<file path="src/rtl/smc777_pkg.sv">
// Shared types and sizes for the SMC-777 video RAM arbitration logic.
// Grant encoding and the tag that follows each access through the RAM read latency.
package smc777_pkg;

    localparam int VRAM_AW          = 14;
    localparam int VRAM_DW          = 8;
    localparam int STARVE_LIMIT_DEF = 8;

    typedef enum logic [1:0] {
        GNT_NONE,
        GNT_DL,
        GNT_VID,
        GNT_CPU
    } grant_t;

    typedef enum logic [1:0] {
        TAG_NONE,
        TAG_VID,
        TAG_CPU_RD,
        TAG_CPU_WR
    } rd_tag_t;

    // Downloads never return data, so they collapse to TAG_NONE.
    function automatic rd_tag_t tag_of(input grant_t gnt, input logic cpu_wr);
        rd_tag_t tag;
        tag = TAG_NONE;
        case (gnt)
            GNT_VID: tag = TAG_VID;
            GNT_CPU: tag = cpu_wr ? TAG_CPU_WR : TAG_CPU_RD;
            default: tag = TAG_NONE;
        endcase
        return tag;
    endfunction

endpackage

</file>
<file path="src/rtl/smc777_rd_return.sv">
// Read-return steering: carries each grant's tag two cycles so the RAM data
// arriving a cycle after the registered address is routed to its requester.
import smc777_pkg::*;

module smc777_rd_return #(
    parameter int DW = VRAM_DW
) (
    input  logic          clk,
    input  logic          reset,
    input  rd_tag_t       tag_in,
    input  logic [DW-1:0] ram_q,
    output logic          vid_valid,
    output logic [DW-1:0] vid_q,
    output logic          cpu_valid,
    output logic [DW-1:0] cpu_dout
);

    rd_tag_t       tag1_q, tag1_d;
    rd_tag_t       tag2_q, tag2_d;
    logic [DW-1:0] vid_hold_q, vid_hold_d;
    logic [DW-1:0] cpu_hold_q, cpu_hold_d;

    // ram_q is passed straight through in the return cycle so the data
    // coincides with its valid pulse; the hold registers keep it afterwards.
    always_comb begin
        tag1_d     = tag_in;
        tag2_d     = tag1_q;
        vid_valid  = (tag2_q == TAG_VID);
        cpu_valid  = (tag2_q == TAG_CPU_RD) || (tag2_q == TAG_CPU_WR);
        vid_q      = vid_valid ? ram_q : vid_hold_q;
        cpu_dout   = (tag2_q == TAG_CPU_RD) ? ram_q : cpu_hold_q;
        vid_hold_d = vid_q;
        cpu_hold_d = cpu_dout;
    end

    always_ff @(posedge clk) begin
        if (reset) begin
            tag1_q     <= TAG_NONE;
            tag2_q     <= TAG_NONE;
            vid_hold_q <= '0;
            cpu_hold_q <= '0;
        end else begin
            tag1_q     <= tag1_d;
            tag2_q     <= tag2_d;
            vid_hold_q <= vid_hold_d;
            cpu_hold_q <= cpu_hold_d;
        end
    end

endmodule

</file>
<file path="src/rtl/smc777_vram_arbiter.sv">
// Single-port VRAM arbiter: download > video > CPU, one access per clock,
// with a starvation override that lets a waiting CPU cut in ahead of video.
import smc777_pkg::*;

module smc777_vram_arbiter #(
    parameter int AW           = VRAM_AW,
    parameter int DW           = VRAM_DW,
    parameter int STARVE_LIMIT = STARVE_LIMIT_DEF
) (
    input  logic          clk,
    input  logic          reset,
    input  logic          dl_active,
    input  logic          dl_wr,
    input  logic [AW-1:0] dl_addr,
    input  logic [DW-1:0] dl_data,
    input  logic          vid_req,
    input  logic [AW-1:0] vid_addr,
    output logic          vid_ready,
    output logic          vid_valid,
    output logic [DW-1:0] vid_q,
    input  logic          cpu_req,
    input  logic          cpu_wr,
    input  logic [AW-1:0] cpu_addr,
    input  logic [DW-1:0] cpu_din,
    output logic          cpu_ready,
    output logic          cpu_valid,
    output logic [DW-1:0] cpu_dout,
    output logic          cpu_wait_n,
    output logic [AW-1:0] ram_addr,
    output logic          ram_we,
    output logic [DW-1:0] ram_din,
    input  logic [DW-1:0] ram_q
);

    localparam int SW = $clog2(STARVE_LIMIT + 1);
    localparam logic [SW-1:0] STARVE_MAX = SW'(STARVE_LIMIT);

    grant_t        grant;
    rd_tag_t       tag;
    logic          cpu_pend_eff;
    logic          cpu_elig;
    logic          starved;

    logic [AW-1:0] ram_addr_q, ram_addr_d;
    logic          ram_we_q,   ram_we_d;
    logic [DW-1:0] ram_din_q,  ram_din_d;
    logic [SW-1:0] starve_q,   starve_d;
    logic          cpu_pend_q, cpu_pend_d;

    always_comb begin
        // The completing access frees the CPU slot in its own valid cycle.
        cpu_pend_eff = cpu_pend_q & ~cpu_valid;
        cpu_elig     = cpu_req & ~cpu_pend_eff;
        starved      = cpu_elig && (starve_q == STARVE_MAX);

        grant = GNT_NONE;
        if (reset) begin
            grant = GNT_NONE;
        end else if (dl_active) begin
            grant = dl_wr ? GNT_DL : GNT_NONE;
        end else if (starved) begin
            grant = GNT_CPU;
        end else if (vid_req) begin
            grant = GNT_VID;
        end else if (cpu_elig) begin
            grant = GNT_CPU;
        end

        vid_ready  = (grant == GNT_VID);
        cpu_ready  = (grant == GNT_CPU);
        tag        = tag_of(grant, cpu_wr);
        cpu_wait_n = ~((cpu_req | cpu_pend_q) & ~cpu_valid);
    end

    // RAM port registers; an idle cycle keeps the last address on the bus.
    always_comb begin
        ram_addr_d = ram_addr_q;
        ram_we_d   = 1'b0;
        ram_din_d  = ram_din_q;
        case (grant)
            GNT_DL: begin
                ram_addr_d = dl_addr;
                ram_we_d   = 1'b1;
                ram_din_d  = dl_data;
            end
            GNT_VID: begin
                ram_addr_d = vid_addr;
            end
            GNT_CPU: begin
                ram_addr_d = cpu_addr;
                ram_we_d   = cpu_wr;
                ram_din_d  = cpu_din;
            end
            default: ;
        endcase
    end

    always_comb begin
        cpu_pend_d = cpu_pend_q;
        if (cpu_ready) begin
            cpu_pend_d = 1'b1;
        end else if (cpu_valid) begin
            cpu_pend_d = 1'b0;
        end

        // Count is frozen during downloads so the CPU keeps its earned priority.
        starve_d = starve_q;
        if (!dl_active) begin
            if (cpu_ready || !cpu_req) begin
                starve_d = '0;
            end else if (cpu_elig && (starve_q != STARVE_MAX)) begin
                starve_d = starve_q + SW'(1);
            end
        end
    end

    always_ff @(posedge clk) begin
        if (reset) begin
            ram_addr_q <= '0;
            ram_we_q   <= 1'b0;
            ram_din_q  <= '0;
            starve_q   <= '0;
            cpu_pend_q <= 1'b0;
        end else begin
            ram_addr_q <= ram_addr_d;
            ram_we_q   <= ram_we_d;
            ram_din_q  <= ram_din_d;
            starve_q   <= starve_d;
            cpu_pend_q <= cpu_pend_d;
        end
    end

    assign ram_addr = ram_addr_q;
    assign ram_we   = ram_we_q;
    assign ram_din  = ram_din_q;

    smc777_rd_return #(
        .DW (DW)
    ) u_rd_return (
        .clk       (clk),
        .reset     (reset),
        .tag_in    (tag),
        .ram_q     (ram_q),
        .vid_valid (vid_valid),
        .vid_q     (vid_q),
        .cpu_valid (cpu_valid),
        .cpu_dout  (cpu_dout)
    );

endmodule
</file>
<file path="config.mk">
export PLATFORM = sky130hd
export DESIGN_NAME = smc777_vram_arbiter
export DESIGN_NICKNAME = d
export VERILOG_FILES = /design/src/rtl/smc777_pkg.sv /design/src/rtl/smc777_rd_return.sv /design/src/rtl/smc777_vram_arbiter.sv
export SDC_FILE = /design/constraint.sdc
export NUM_CORES = 1
export LEC_CHECK = 0
export ABC_AREA = 1
export ABC_CLOCK_PERIOD_IN_PS = 1560
export BUFFER_PORTS_ARGS = -buffer_cell sky130_fd_sc_hd__buf_2
export CELL_PAD_IN_SITES_DETAIL_PLACEMENT = 0
export CELL_PAD_IN_SITES_GLOBAL_PLACEMENT = 1
export CORE_ASPECT_RATIO = 1.2
export CORE_MARGIN = 10
export CORE_UTILIZATION = 28
export CTS_BUF_LIST = sky130_fd_sc_hd__clkbuf_8
export DETAILED_ROUTE_END_ITERATION = 7
export PLACE_DENSITY = 0.79
export SYNTH_ARGS = -nofsm -noshare
export SYNTH_HDL_FRONTEND = slang
export SYNTH_SLANG_ARGS = --single-unit
</file>
<file path="constraint.sdc">
create_clock -name clk -period 1.56 [get_ports clk]
set_clock_uncertainty 0.2 [all_clocks]
set_input_delay 0.234 -clock clk [delete_from_list [all_inputs] [get_ports clk]]
set_output_delay 0.234 -clock clk [all_outputs]
set_load 0.01 [all_outputs]
</file>
**Yosys cells after proc, flatten, opt, wreduce, memory -nomap -nowiden**

Cells that the tools add are included.
Widths: inputs -> output; s select.

- Output and inout bits: 44
- Register bits: 48
- Logic and storage cells: 53
- Input port bits: 73

- Bitwise logic cells: 8
- Reductions and logical operators: 10
- $add $sub $neg: 1
- Multiplexer cells: 17
- Eq/ne operators: 8

Operators by type and width:

| cell | number |
|---|---|
| $pmux 14 s3 | 1 |
| $mux 8 | 2 |
| $pmux 8 s2 | 1 |
| $mux 2 | 5 |
| $eq 2x2->1 const B | 4 |
| $mux 4 | 2 |
| $reduce_bool 2->1 | 3 |
| $add 4x1->4 const B | 1 |
| $eq 2x1->1 const B | 2 |
| $eq 4x4->1 const B | 1 |
| $mux 1 | 4 |
| $ne 4x4->1 const B | 1 |
| $not 1->1 | 4 |
| $pmux 2 s2 | 1 |
| $and 1x1->1 | 3 |
| $reduce_bool 3->1 | 1 |
| $logic_and 1x1->1 | 2 |
| $logic_or 1x1->1 | 2 |
| $pmux 1 s2 | 1 |
| $reduce_and 2->1 | 1 |
| $logic_not 1->1 | 1 |
| $or 1x1->1 | 1 |

**Longest topological paths before layout**

- Depth after elaboration: 15
- Mapped depth: 14
- Mapped depth without buffers: 13

**Modules after synthesis**

A second synthesis with hierarchy kept.

- Cells, all modules: 396
- Area total of the unflattened synthesis: 2,597.5 µm²

Modules (own cells, without submodules):

| module | times used | sequential area each (µm²) | area each (µm²) | cells an instance |
|---|---|---|---|---|
| smc777_vram_arbiter | 1 | 560.5 | 1,675.4 | 254 |
| smc777_rd_return | 1 | 400.4 | 922.1 | 142 |

**Worst setup path before layout**

No wires, ideal clock.

- Path type: reg-to-reg
- Start: reg starve_q[0]
- End: reg ram_addr_q[13] (netlist: ram_addr[13])
- Cell stages (with the launch flop): 15
- Arrival time: 1,429 ps
- Setup time: 56 ps
- Clock period less this slack: 1,684 ps
- Data required time: 1,304 ps
- Path buffers: 1
- Slack: -124 ps
- Cells stage by stage: dfxtp_1 inv_1 ha_1 nand3_2 nand2_1 nand2_2 nand2_4 nand2_4 nand2_1 inv_2 buf_6 nand2_1 nand3_1 nand2_1 inv_1

- Longest elaborated chain between the ends: 7
- Elaborated cells between the ends (all ways): 10
- Those cells by class: eq/ne: 4; mux: 4; reduce/logical: 2

RTL lines:

| element | RTL line | RTL |
|---|---|---|
| start: declaration | smc777_vram_arbiter.sv:47 | `logic [SW-1:0] starve_q, starve_d;` |
| start signal: assignment | smc777_vram_arbiter.sv:128 | `starve_q <= starve_d;` |
| $eq 4x4->1 * | smc777_vram_arbiter.sv:54 | `starved = cpu_elig && (starve_q == STARVE_MAX);` |
| $logic_and 1x1->1 * | smc777_vram_arbiter.sv:54 |  |
| $mux 2 * | smc777_vram_arbiter.sv:61 | `end else if (starved) begin` |
| $mux 2 * | smc777_vram_arbiter.sv:59 | `end else if (dl_active) begin` |
| $mux 2 * | smc777_vram_arbiter.sv:57 | `if (reset) begin` |
| $eq 2x2->1 * | -- |  |
| via vid_ready | smc777_vram_arbiter.sv:18 | `output logic vid_ready,` |
| $pmux 14 s3 / $reduce_bool 3->1 (equally long branches) | -- |  |
| end signal: assignment | smc777_vram_arbiter.sv:125 | `ram_addr_q <= ram_addr_d;` |
| end: declaration | smc777_vram_arbiter.sv:44 | `logic [AW-1:0] ram_addr_q, ram_addr_d;` |

Mark *: on every way through the listed nets, which the timed path passes. The rest lies on a longest branch.
A chain may end at the register's enable or synchronous reset.

**Worst setup path in the final report**

- Start: reg starve_q[0]
- End: out vid_ready

- Longest elaborated chain between the ends: 6

RTL lines:

| element | RTL line | RTL |
|---|---|---|
| $eq 4x4->1 | smc777_vram_arbiter.sv:54 |  |
| $logic_and 1x1->1 | smc777_vram_arbiter.sv:54 |  |
| $mux 2 | smc777_vram_arbiter.sv:61 |  |
| $mux 2 | smc777_vram_arbiter.sv:59 |  |
| $mux 2 | smc777_vram_arbiter.sv:57 |  |
| $eq 2x2->1 | smc777_vram_arbiter.sv:69 | `vid_ready = (grant == GNT_VID);` |
| end: declaration | smc777_vram_arbiter.sv:18 |  |

Every way passes these cells.

==> impl_metrics.ini <==
[detailed_routing]
drtPass1Iterations = 4
antenna_left = 0
wirelength_mm = 8.99
first_iter_violations = 74
via_per_inst = 4.24
drc = 0
post_drt_wl_per_cell_um = 13.7
via_count = 2773

[final_layout]
multi_input_area_sq_um = 1600
nets = 615
antennaDiodeCount = 0
mostFrequentLayoutCell = buf_2
seqCellArea_sq_um = 970
nFillCells = 742
drive_gt1_share_pct = 57.0
layout_common_cells = buf_2, nand2_1, nor2_1, buf_4, dfxtp_1
layout.cells.non_filler = 654
area_delta_synth_final_pct = 88.2

[flow_run]
cap_viol_max_count = 0

[synthesis]
ys.flop_type = dfxtp_1
syn-cell-area_sq_um = 2350
synth_warnings = 0
synth-edff-count = 0
synth-seq-cells = 48
synthArstFlopShare_pct = 0
synth_seq_area_share_pct = 40.8
yosysUniqueCellTypes = 26
syn-instance-count = 353
syn_area_per_cell_sq_um = 6.67
syn-num-nets = 428

[floorplan]
start_util_pct = 28.9
coreArea_sq_um = 8150
die_w_um = 104
dieArea_sq_um = 12500
die_y_um = 120
rows = 36
ios = 117

[status]
violations = negative setup slack
status = finished with violations

[power]
power_frac_clock_pct = 25.4
power_switching_mw = 0.921
pwr-share-comb_pct = 31.9
p_int_mw = 2.20
power_frac_seq_pct = 42.7
power.density_nw_per_um2 = 705
sw_frac_of_total_pct = 29.5
ir_worst_vdd_mv = 0.335
power.leakage_nw = 2.27

[clock_network]
cts_max_level = 2
cts_tree = yes
cts.clk_slew.worst_paths_ns = 0.09
clk_latency_ns = 0.29
clockBufferDepth = 2
cts_root_buf = clkbuf_8
cts_buffers = 5
cts_sinks = 48

[timing]
timing.fmax_mhz = 549
relSlewSlack_pct = 77.8
setup_tns_ns = -8.48
period_minus_slack_ns = 1.82
finalSetupViolations = 46
final_hold_viol_count = 0
grt_setup_unrepaired = yes
worstMarginPinSlew_ns = 0.333
fin_ws_ns = -0.263
slew_viol_final = 0
min_period_over_period_pct = 117

[setup_path]
worst-setup-path-type = flip-flop to primary output
cp.required_ns = 1.13
cp-end-kind = primary output
cp-start-kind = flip-flop
path_max_fanout = 3
cp.arrival_ns = 1.39

[grt]
antenna_found_initial = 0
grt_overflow = 0
gr-usage-all-layers_pct = 13.4
grt_pass1_vias = 3059
grt_max_degree = 23
grt_pass1_wl_mm = 14.2

[place]
gp_congestion = 0.765
place_hpwl_mm = 5.95
dp_cells = 614
port-buffer-count = 116

[worst_hold_path]
hp-class = input port to flip-flop
through the flow:
step / utilization (%) / total power, mW / setup slack (ns) / hold WS [ns] / cell area [sq um]
3_3_place_gp: 41.7 / 2.04 / -0.155 / 0.196 / 3400
6_report: 54.3 / 3.12 / -0.263 / 0.0114 / 4430
4_1_cts: 51.8 / 3.10 / -0.262 / 0.00220 / 4220
3_5_place_dp: 41.7 / 2.05 / -0.197 / 0.197 / 3400
2_1_floorplan: - / 1.71 / -0.0629 / 0.184 / 2390
5_1_grt: 54.3 / 3.32 / -0.345 / 0.0111 / 4430
layer usage:
metal / wire length, um / GRT usage, %
met5: 0 / 0
met3: 588 / 5.15
met1: 3670 / 14.3
met2: 4630 / 24.4
met4: 104 / 3.40
cells by family (layout without fill, tap and decap cells):
logic type / count (synthesis) / in the layout / synth area share (%)
XOR/XNOR: 3 / 3 / 1.12
buffers and inverters: 64 / 251 / 12.1
AO/OA/AOI/OAI: 55 / 55 / 12.3
AND/OR/NAND/NOR: 181 / 181 / 32.6
adder cells (fa/ha/maj): 2 / 2 / 1.06
flip-flops: 48 / 48 / 40.8
Yosys cell counts (4+ instances only):
cell type,n,share of area (%)
nand2_1,81,13
a21oi_1,13,2.8
inv_1,45,7.2
inv_2,6,0.96
o21ai_0,34,7.2
or2_2,8,2.1
nor2_1,67,11
clkbuf_1,4,0.64
dfxtp_1,48,41
buf_6,4,1.9
nand3_1,14,3.0
o21ai_1,6,1.3
nand2_4,4,1.9
power by group through the flow:
| stage | Sequential (mW) | Combinational, mW | Clock [mW] |
|---|---|---|---|
| detailed placement | 1.36 | 0.686 | 0 |
| floorplan | 1.38 | 0.331 | 0 |
| global route | 1.34 | 1.10 | 0.882 |
| CTS | 1.33 | 0.941 | 0.826 |
| finish | 1.34 | 0.995 | 0.793 |
| global placement | 1.36 | 0.678 | 0 |
path summary, 6_finish.rpt:
| check | startpoint | to | slack (ns) | cells after the start |
|---|---|---|---|---|
| min | dl_data[4] | ram_din[4]$_SDFFE_PP0P_ | 0.01 | 3 |
| min reg2reg | u_rd_return.tag1_q[0]$_SDFF_PP0_ | u_rd_return.tag2_q[0]$_SDFF_PP0_ | 0.20 | 2 |
| max reg2reg | starve_q[1]$_SDFFE_PP0P_ | ram_addr[10]$_SDFFE_PP0P_ | -0.22 | 13 |
| max | starve_q[0]$_SDFFE_PP0P_ | vid_ready | -0.26 | 10 |
layout make-up:
class	count	area share, %
inverter	51	4.60
tap	114	3.22
sequential	48	21.9
clock buffer	7	2.17
multi-input combinational	241	36.0
timing repair buffer	193	32.1
worst max-delay path, cell delays in order (launching register included):
cell     delay, ns
dfxtp_2       0.34
inv_2         0.05
ha_4          0.14
nand3_2       0.07
nand2_2       0.06
nand2_2       0.07
nand2_4       0.07
nand2_4       0.07
nand2_4       0.05
inv_4         0.07
buf_6         0.10
what timing repair did:
item | 4_1_cts | 5_1_grt
pin swaps | 11 | 19
gates cloned | 1 | 0
buffers inserted | 39 | 8
endpoints found under the hold margin | 2 | 0
gates resized for setup | 128 | 79
setup endpoints to repair | 44 | 54
hold buffers | 1 | 0
sequential cells by signal, indices dropped and copies added, names as in the netlist:
register	flops
cpu_pend_q	1
ram_addr	14
ram_din	8
ram_we	1
starve_q	4
u_rd_return.cpu_hold_q	8
u_rd_return.tag1_q	2
u_rd_return.tag2_q	2
u_rd_return.vid_hold_q	8
Power figures use the tool's default switching activity.
